`config.mk`:
```
export PLATFORM = sky130hd
export DESIGN_NAME = fft_serializer
export DESIGN_NICKNAME = d
export VERILOG_FILES = /design/src/rtl/fft_serializer.sv
export SDC_FILE = /design/constraint.sdc
export NUM_CORES = 1
export LEC_CHECK = 0
export CAP_MARGIN = 20
export CORE_UTILIZATION = 42
export DETAILED_ROUTE_END_ITERATION = 8
export HOLD_SLACK_MARGIN = 0.08
export PLACE_DENSITY = 0.66
export SETUP_SLACK_MARGIN = 0.4
export SLEW_MARGIN = 20
export SYNTH_ARGS = -nofsm -noshare
export SYNTH_HDL_FRONTEND = slang
export SYNTH_SLANG_ARGS = --single-unit
```
`constraint.sdc`:
```
create_clock -name clk -period 7.15 [get_ports clk]
set_input_delay 1.43 -clock clk [delete_from_list [all_inputs] [get_ports clk]]
set_output_delay 1.43 -clock clk [all_outputs]
set_load 0.02 [all_outputs]
```
`src/rtl/fft_serializer.sv`:
```
// Serializes one 8-word complex FFT result frame into 16-bit beats with valid/ready on both
// sides, optional bit-reversed word order and a real-only emit mode.
module fft_serializer #(
    parameter int unsigned INPUT_SIZE  = 256,
    parameter int unsigned OUTPUT_SIZE = 16,
    parameter int unsigned WORD_SIZE   = 32
) (
    input  logic                   clk,
    input  logic                   reset_n,
    input  logic                   input_valid,
    output logic                   input_ready,
    input  logic                   bit_reverse,
    input  logic                   real_only,
    input  logic [INPUT_SIZE-1:0]  in,
    input  logic                   output_ready,
    output logic                   output_valid,
    output logic [OUTPUT_SIZE-1:0] out,
    output logic                   last
);

    localparam int unsigned NumWords = INPUT_SIZE / WORD_SIZE;

    typedef enum logic [0:0] {StIdle, StSend} state_e;

    state_e                  state_q, state_d;
    logic [INPUT_SIZE-1:0]   frame_q, frame_d;
    logic [3:0]              cnt_q, cnt_d;
    logic                    rev_q, rev_d;
    logic                    real_q, real_d;

    logic [WORD_SIZE-1:0]    words [NumWords];
    logic [WORD_SIZE-1:0]    word_sel;
    logic [2:0]              idx;
    logic [2:0]              widx;
    logic                    imag_sel;
    logic                    in_acc;
    logic                    beat;

    for (genvar k = 0; k < NumWords; k++) begin : g_words
        assign words[k] = frame_q[k*WORD_SIZE +: WORD_SIZE];
    end

    // Outputs depend only on registered state, so they hold steady through a stall.
    always_comb begin
        idx          = real_q ? cnt_q[2:0] : cnt_q[3:1];
        widx         = rev_q ? {idx[0], idx[1], idx[2]} : idx;
        imag_sel     = !real_q && cnt_q[0];
        word_sel     = words[widx];
        output_valid = (state_q == StSend);
        out          = '0;
        if (output_valid) begin
            out = imag_sel ? word_sel[OUTPUT_SIZE-1:0]
                           : word_sel[WORD_SIZE-1:WORD_SIZE-OUTPUT_SIZE];
        end
        last        = output_valid && (cnt_q == (real_q ? 4'd7 : 4'd15));
        input_ready = (state_q == StIdle) || (last && output_ready);
        in_acc      = input_valid && input_ready;
        beat        = output_valid && output_ready;
    end

    always_comb begin
        state_d = state_q;
        frame_d = frame_q;
        cnt_d   = cnt_q;
        rev_d   = rev_q;
        real_d  = real_q;
        if (in_acc) begin
            // Covers both the idle accept and the back-to-back reload on the final beat.
            frame_d = in;
            rev_d   = bit_reverse;
            real_d  = real_only;
            cnt_d   = '0;
            state_d = StSend;
        end else if (beat) begin
            if (last) begin
                cnt_d   = '0;
                state_d = StIdle;
            end else begin
                cnt_d = cnt_q + 4'd1;
            end
        end
    end

    always_ff @(posedge clk) begin
        if (!reset_n) begin
            state_q <= StIdle;
            frame_q <= '0;
            cnt_q   <= '0;
            rev_q   <= 1'b0;
            real_q  <= 1'b0;
        end else begin
            state_q <= state_d;
            frame_q <= frame_d;
            cnt_q   <= cnt_d;
            rev_q   <= rev_d;
            real_q  <= real_d;
        end
    end

endmodule

```
# Word-level counts from Yosys, hierarchy flattened
# Index checks and enable logic that the tools add are counted.
# W data, S select, Z words.
[word_totals]
ff_bits = 263
in_bits = 262
output_inout_bits = 19
word_cells = 34
[op_classes]
addsub = 1
n_lt_le_gt_ge = 1
n_eq_ne = 1
muxes = 12
n_bitwise = 3
n_reduce_logical = 11
[op_table]
columns = ["operator", "n"]
rows = [
  ["$bmux W32 S3", 1],
  ["$mux W32", 2],
  ["$mux W16", 2],
  ["$mux W4", 2],
  ["$mux W3", 2],
  ["$logic_and A1 B1 Y1", 5],
  ["$add A4 B1 Y4 const B", 1],
  ["$eq A4 B4 Y1", 1],
  ["$ge A4 B4 Y1 const B", 1],
  ["$not A3 Y4", 1],
  ["$reduce_bool A2 Y1", 2],
  ["$mux W1", 3],
  ["$not A1 Y1", 2],
  ["$reduce_and A2 Y1", 1],
  ["$reduce_or A2 Y1", 1],
  ["$logic_not A1 Y1", 1],
  ["$logic_or A1 B1 Y1", 1],
]

# Depth between registers and ports, before layout
# Gate-level depths: netlist (run 1).
[depth]
depth_word = 8
ltp_mapped = 9
mapped_depth_nobuf = 5

# Least setup slack after synthesis (run 1)
# No wires, ideal clock.
[synth_timing]
path_type = "flip-flop to output port"
startpoint = "register rev_q"
endpoint = "output out[5]"
t_arrival_ns = 2.118
slack_ns = 3.602
path_stages_with_launch = 9
cell_sequence = "dfxtp_1 buf_2 mux4_2 buf_4 buf_2 mux2i_1 nor2_1 a211oi_1 o21ai_0"
[synth_via]
elab_chain_len = 7
[synth_rtl]
columns = ["element", "line", "source"]
rows = [
  ["start, declared", "28", "logic rev_q, rev_d;"],
  ["start signal, assigned", "95", "rev_q <= rev_d;"],
  ["$mux W3", "46", "widx = rev_q ? {idx[0], idx[1], idx[2]} : idx;"],
  ["$not A3 Y4 (not written as such)", "48", "word_sel = words[widx];"],
  ["$bmux W32 S3", "48", ""],
  ["$mux W32 (not written as such) (2 in a row)", "48", ""],
  ["$mux W16", "52", "out = imag_sel ? word_sel[OUTPUT_SIZE-1:0]"],
  ["$mux W16", "51", "if (output_valid) begin"],
  ["end, declared", "17", "output logic [OUTPUT_SIZE-1:0] out,"],
]
# No other way between the ends. The select of a mux whose other input is x is not followed.

# Worst setup path in the final report (run 1)
[layout_timing]
startpoint = "register real_q"
endpoint = "output out[5]"
[layout_via]
elab_chain_len = 8
elab_cells_between_ends = 10
[layout_rtl]
columns = ["element", "line", "source"]
rows = [
  ["start, declared", "29", "logic real_q, real_d;"],
  ["start signal, assigned", "96", "real_q <= real_d;"],
  ["$mux W3", "45", "idx = real_q ? cnt_q[2:0] : cnt_q[3:1];"],
  ["$mux W3", "46", ""],
  ["$not A3 Y4 (not written as such)", "48", ""],
  ["$bmux W32 S3", "48", ""],
  ["$mux W32 (not written as such) (2 in a row)", "48", ""],
  ["$mux W16 (*)", "52", ""],
  ["$mux W16 (*)", "51", ""],
]
# Every way passes the cells marked *; elsewhere a longest branch is shown, timed or not. The select of a mux whose other input is x is not followed.

==> results of run 1 <==
==> final cells by class <==
class	count	area share
clock inverters	11	0.0103
multi-input cells	1027	0.391
well taps	378	0.0298
diodes	2	0.000316
flip-flops and latches	263	0.332
inverters	3	0.000710
clock buffers	40	0.0528
repair buffers	289	0.183
==> per-stage QoR <==
step,std cells,area (um2)
6_report,2013,15900
5_1_grt,2013,15900
4_1_cts,2011,15800
3_5_place_dp,1960,14800
3_3_place_gp,1960,14800
2_1_floorplan,1406,12000
==> cells in the final DEF (no fill, tap or decap), types with 2 or more instances in the layout <==
master           instances
nand2_1                552
clkdlybuf4s50_1        279
dfxtp_1                263
a21boi_0               260
mux2i_1                 49
mux4_2                  33
clkbuf_16               29
a22oi_1                 19
mux2_2                  18
nand3_1                 17
nor2_1                  16
a211oi_1                13
o21ai_1                 12
o21ai_0                  9
clkbuf_8                 7
buf_4                    7
clkbuf_1                 4
clkinv_2                 4
bufinv_16                4
inv_1                    3
xor2_1                   3
diode_2                  2
nand2b_1                 2
and2_1                   2
nor3b_1                  2
a21oi_1                  2
and3_1                   2
clkinvlp_4               2
buf_12                   2
==> power by group through the flow <==
| stage | Sequential [mW] | Clock, mW | Combinational, mW |
|---|---|---|---|
| floorplan | 1.61 | 0 | 0.219 |
| global placement | 1.64 | 0 | 0.436 |
| detailed placement | 1.64 | 0 | 0.439 |
| CTS | 1.60 | 1.58 | 0.442 |
| global route | 1.61 | 1.63 | 0.480 |
| finish | 1.61 | 1.56 | 0.441 |
==> sequential cells by signal (all words and copies together) (netlist names) <==
name and count:
rev_q 1, frame_q 256, output_valid 1, real_q 1, cnt_q 4
==> cell families (layout without fill, tap and decap cells) <==
group	count (synthesis)	after routing	share of synthesized area
AO/OA/AOI/OAI	320	320	0.196
XOR/XNOR	3	3	0.00219
adder cells (fa/ha/maj)	1	1	0.00104
buffers and inverters	116	343	0.0455
flip-flops	263	263	0.439
multiplexers	101	101	0.122
other	0	2	0
AND/OR/NAND/NOR	602	602	0.195
==> layer usage <==
metal | vias to the layer above | GRT usage | part of all wire
met5 | - | 0 | 0
met4 | 0 | 0.101 | 0.038
met3 | 69 | 0.0474 | 0.070
met2 | 371 | 0.392 | 0.43
met1 | 4929 | 0.380 | 0.46
li1 | 5125 | - | -
==> worst min-delay path by stage <==
stage                      start      endpoint  slack [ns]
global placement     frame_q[12]   frame_q[12]        0.45
global route         frame_q[22]   frame_q[22]        0.48
CTS                 frame_q[102]  frame_q[102]        0.47
finish              frame_q[102]  frame_q[102]        0.46
floorplan           frame_q[176]  frame_q[176]        0.44
detailed placement  frame_q[102]  frame_q[102]        0.46
==> worst reg2reg max path: cells and delay by family, from the launching register on <==
family	cells	cell delay [ns]
AOI/OAI and AO/OA	2	0.52
xor gates and xnor gates	1	0.24
buffers and inverters	1	0.64
DFF	1	0.60
and+or+nand+nor	2	0.96
==> out/qor.yml, run 1 <==
timing:
  final_hold_viol_count: 0
  fmax_mhz: 177
  period_share: 0.792
  whs_ns: 0.464
  worst_pin_slew_ns: 1.05
  fin_worst_skew_ns: 0.00985
  finalSetupTns_ns: 0
  finalCriticalPeriod_ns: 5.66
  max_slew_margin: 0.297
  setup_slack_ns: 1.49
  finalMaxSlewViolations: 0
  rsz0062_at_grt: "no"
  setup_violations: 0
critical_path:
  endpoint: "out[5]"
  crit_path_max_fanout: 60
  r2r-end: "real_q"
  rrSetupSlack_ns: 4.12
  crit_path_max_incr_delay_ns: 1.19
  worst-path-stages: 7
  crit_chain: "mux4_4, buf_4, mux2i_1, nand2_1, nand3_1, o21ai_0, clkdlybuf4s50_1"
  crit_slowest_cell: "mux4_4"
  crit_path_end_kind: "primary output"
  cp.arrival_ns: 4.23
  critPathLaunch: "real_q"
  worst_setup_path_start_kind: "flip-flop"
  reg2reg_depth: 6
  worst-path-buf-inv: 2
  worstSetupPathType: "flip-flop to primary output"
  rr_startpoint: "real_q"
  cp_top_family: "multiplexers"
  worstPathRequired_ns: 5.72
layout:
  layout.nets: 1875
  register_area_um2: 5270
  fillers: 2562
  final_core_util: 0.567
  multi_input_area_um2: 6200
  area_delta_synth_final_pct: 32.1
  drive_gt1_frac: 0.0698
placed_design:
  numPortBuffers: 280
  gp_congestion: 0.899
  dp_hpwl_um: 28500
  dp_slack_ns: 2.07
hold_path:
  hold_path_depth: 2
  min_path_type: "flip-flop to flip-flop"
synth:
  synthTopCellsByCount: "nand2_1, dfxtp_1, a21boi_0"
  yosys_warnings: 0
  synth_nets: 1669
  synth_area_leader_cell: "dfxtp_1"
  syn_area_um2: 12000
  ys_ff_latch: 263
  ys_seq_area_frac: 0.439
  yosys.cell_types.count: 37
  synth_top_cells_by_area: "dfxtp_1, nand2_1, a21boi_0, mux4_2, mux2i_1"
  synth_edf_count: 0
  ys_async_sr_fraction: 0
  postSynthCellCount: 1406
  synth_top_area_share: 0.439
  avgSynthCellArea_um2: 8.53
  synth_flop_cell: "dfxtp_1"
  synth_most_common_cell: "nand2_1"
clock_tree:
  clock_sinks: 263
  cts_tree: "yes"
  hold_buffers: 0
  clk_pin_slew_worst_paths_ns: 0.06
  ctsResizeCount: 0
  cts_root_buf: "clkbuf_16"
  post_cts_buffers: 0
  clockBufferDepth: 3
  htreeDepth: 1
  numCtsBuffers: 28
  clkLatencyLatePin_ns: 0.55
pwr:
  ir_worst_vdd_mv: 0.180
  switching_power_uw: 870
  comb_power_share: 0.122
  switching_share: 0.241
  p_per_area_nw_per_um2: 228
  intPower_mw: 2.74
  power.leakage_nw: 5.56
  clkPwrFrac: 0.432
  total_power_mw: 3.61
  seqPwrFrac: 0.445
status:
  status: "completed"
global_routing:
  overflow: 0
  grt_antenna_before_repair: 2
  grtUsageTotal: 0.265
  grt_pass1_wl_um: 58100
  grt_max_degree: 170
  grt_pass1_vias: 9777
floorplanning:
  die_area_um2: 29200
  die_w_um: 171
  coreArea_um2: 27900
  die_h_um: 171
  ioPinCount: 281
  rows: 61
  start_util: 0.429
routing:
  drtIter0Drc: 1045
  drt_first_pass_iters: 5
  drc_errors: 0
  wl_um: 39500
  postRouteAntennaNets: 0
  routedWlPerCell_um: 19.6
  vias: 10500
  via_per_inst: 5.21
run:
  maxCapViolCount: 0
Note: power is estimated with default switching activity, not from simulation.
==> run 2, diff against run 1 <==
PLACE_DENSITY = 0.69   (was 0.66)
clock period = 4.6 ns   (was 7.15 ns; I/O delays follow)
==> run 2 against run 1 <==
Net effect:
- critical path depth unchanged
- worst setup slack worse by 1.0 ns
- non-clock buffer count rose by 11
- final area is essentially flat
- clock skew grew 0.0074 ns
- die area is the same
- cell count rose by 0.35%
- worst hold slack lost 0.0042 ns
- sequential share of layout area is 0.055 points higher
- critical endpoint is now out[15]
- largest cell class unchanged
- highest routed layer unchanged
==> out/qor.yml, run 2 (same netlist as run 1, synthesis figures left out) <==
floorplanning:
  rows: 61  # unchanged
  die_h_um: 171  # unchanged
  start_util: 0.429  # unchanged
  coreArea_um2: 27900  # unchanged
  ioPinCount: 281  # unchanged
  die_w_um: 171  # unchanged
  die_area_um2: 29200  # unchanged
global_routing:
  grt_pass1_vias: 9886  # +1.1%
  grt_max_degree: 189  # +11%
  grt_antenna_before_repair: 0  # -2
  grt.met2_usage: 0.401  # +0.00937
  grtUsageTotal: 0.249  # -0.0153
  busiest_layer: "met2"
  grt_util_met3: 0.0363  # -0.0111
  grtUsageMet1: 0.341  # -0.0397
  grt_pass1_wl_um: 55800  # -3.9%
  overflow: 0  # unchanged
hold_path:
  min_path_type: "flip-flop to flip-flop"
  hp-start: "frame_q[49]"
  hold_path_depth: 2  # unchanged
clock_tree:
  cts_tree: "yes"
  hold_buffers: 0  # unchanged
  cts_root_buf: "clkbuf_16"
  clkLatencyLatePin_ns: 0.53  # -0.02 ns
  htreeDepth: 1  # unchanged
  clock_sinks: 263  # unchanged
  clockBufferDepth: 3  # unchanged
  numCtsBuffers: 27  # -3.6%
  clk_pin_slew_worst_paths_ns: 0.06  # about the same
timing:
  worst_pin_slew_ns: 1.01  # -0.0449 ns
  period_share: 0.895
  max_slew_margin: 0.327  # +0.0299
  setup_violations: 0  # unchanged
  final_hold_viol_count: 0  # unchanged
  rsz0062_at_grt: "no"
  finalCriticalPeriod_ns: 4.12
  setup_slack_ns: 0.484  # -1.00 ns
  fin_worst_skew_ns: 0.0173  # +0.00741 ns
  finalSetupTns_ns: 0  # unchanged
  finalMaxSlewViolations: 0  # unchanged
  fmax_mhz: 243
routing:
  via_per_inst: 5.12  # -1.7%
  drtIter0Drc: 1025  # -1.9%
  postRouteAntennaNets: 0  # unchanged
  drc_errors: 0  # unchanged
  wl_um: 37100  # -6.1%
  routedWlPerCell_um: 18.4  # -6.5%
  drt_first_pass_iters: 5  # unchanged
  vias: 10400  # -1.4%
layout:
  multi_input_area_um2: 6230  # +0.50%
  area_delta_synth_final_pct: 32.1  # about the same
  fin_cells: 2020  # +0.35%
  fillers: 2562  # unchanged
  regMostFlops: "frame_q"
  largestRegisters: "frame_q: 256 flops, cnt_q: 4 flops"
  layout.nets: 1886  # +0.59%
  final_common_cell: "nand2_1"
  drive_gt1_frac: 0.0725  # +0.00271
  mostFrequentLayoutCells: "nand2_1, clkdlybuf4s50_1, a21boi_0, dfxtp_1, mux2i_1"
  largest_register_ffs: 256  # unchanged
  register_area_um2: 5270  # +0.14%
placed_design:
  dp_hpwl_um: 26400  # -7.3%
  numPortBuffers: 280  # unchanged
  dp.cells: 1970  # +0.51%
  dp_slack_ns: 0.574  # -1.50 ns
  gp_congestion: 0.907  # +0.86%
run:
  maxCapViolCount: 0  # unchanged
critical_path:
  reg2reg_depth: 6  # unchanged
  r2r-end: "frame_q[28]"
  crit_chain: "mux4_4, bufbuf_16, mux2i_1, a22oi_1, o21ai_0, o21ai_1, clkdlybuf4s15_1"
  worstSetupPathType: "flip-flop to primary output"
  rrSetupSlack_ns: 2.04  # -2.08 ns
  worstPathRequired_ns: 3.68  # -2.04 ns
  crit_path_end_kind: "primary output"
  cp.arrival_ns: 3.20  # -1.03 ns
  rr_startpoint: "cnt_q[0]"
  crit_slowest_cell: "mux4_4"
  cp_top_family: "multiplexers"
  crit_path_max_incr_delay_ns: 0.73  # -0.46 ns
  worst_setup_path_start_kind: "flip-flop"
  endpoint: "out[15]"
  critPathLaunch: "real_q"
  crit_path_max_fanout: 40  # -33%
  worst-path-buf-inv: 2  # unchanged
  worst-path-stages: 7  # unchanged
pwr:
  p_per_area_nw_per_um2: 331  # +45%
  power.leakage_nw: 5.65  # +1.6%
  ir_worst_vdd_mv: 0.259  # +44%
status:
  status: "completed"
run 2: cell types whose count changed in the layout (fill, tap and decap cells not counted), moves of 4 or more:
| cell | before | now |
|---|---|---|
| buf_4 | 7 | 14 |
| clkdlybuf4s50_1 | 279 | 263 |
| dlygate4sd2_1 | 0 | 13 |
| dfxtp_1 | 263 | 259 |
| clkbuf_1 | 4 | 11 |
run 2: how the worst min path moves through the flow:
stage,endpoint
4_1_cts,frame_q[49]
3_3_place_gp,frame_q[166]
2_1_floorplan,frame_q[176]
5_1_grt,frame_q[44]
6_report,frame_q[49]
3_5_place_dp,frame_q[49]
run 2: routing by layer:
| layer | wire [um] | vias up |
|---|---|---|
| met5 | 0 | - |
| met4 | 1270 | 0 |
| met3 | 2100 | 64 |
| met2 | 17000 | 328 |
| met1 | 16700 | 4804 |
| li1 | - | 5154 |
run 2: through the flow:
step / hold slack, ns / power [mW] / area, um2 / util
after floorplan: 0.440 / 2.84 / 12000 / -
after global placement: 0.447 / 3.22 / 15000 / 0.535
after detailed placement: 0.454 / 3.22 / 15000 / 0.535
after CTS: 0.463 / 5.29 / 15800 / 0.567
after global routing: 0.485 / 5.45 / 15800 / 0.567
final: 0.460 / 5.25 / 15800 / 0.567
run 2: cell type report:
type | count | share of cell area
Inverter | 3 | 0.000711
Tap cell | 378 | 0.0298
Antenna cell | 1 | 0.000158
Sequential cell | 263 | 0.333
Clock buffer | 42 | 0.0487
Timing Repair Buffer | 300 | 0.191
Clock inverter | 5 | 0.00332
Multi-Input combinational cell | 1028 | 0.393
run 2: repair_timing:
item                       4_1_cts  5_1_grt
cloned                           2        0
gates resized for setup         21        5
buffers inserted                 0        0
setup endpoints to repair       16        3
run 2: worst reg2reg max path: cells and delay by family (launching register included):
kind                       cells  cell delay (ns)
buffers and inverters          1             0.45
AOI/OAI and AO/OA              2             0.48
DFF                            1             0.54
adders and majority gates      1             0.26
and+or+nand+nor                2             0.75
run 2: power breakdown:
part           internal (mW)  switching, mW  total [mW]
registers               2.41         0.0821        2.49
clock network           1.20          0.869        2.07
logic                  0.366          0.321       0.687
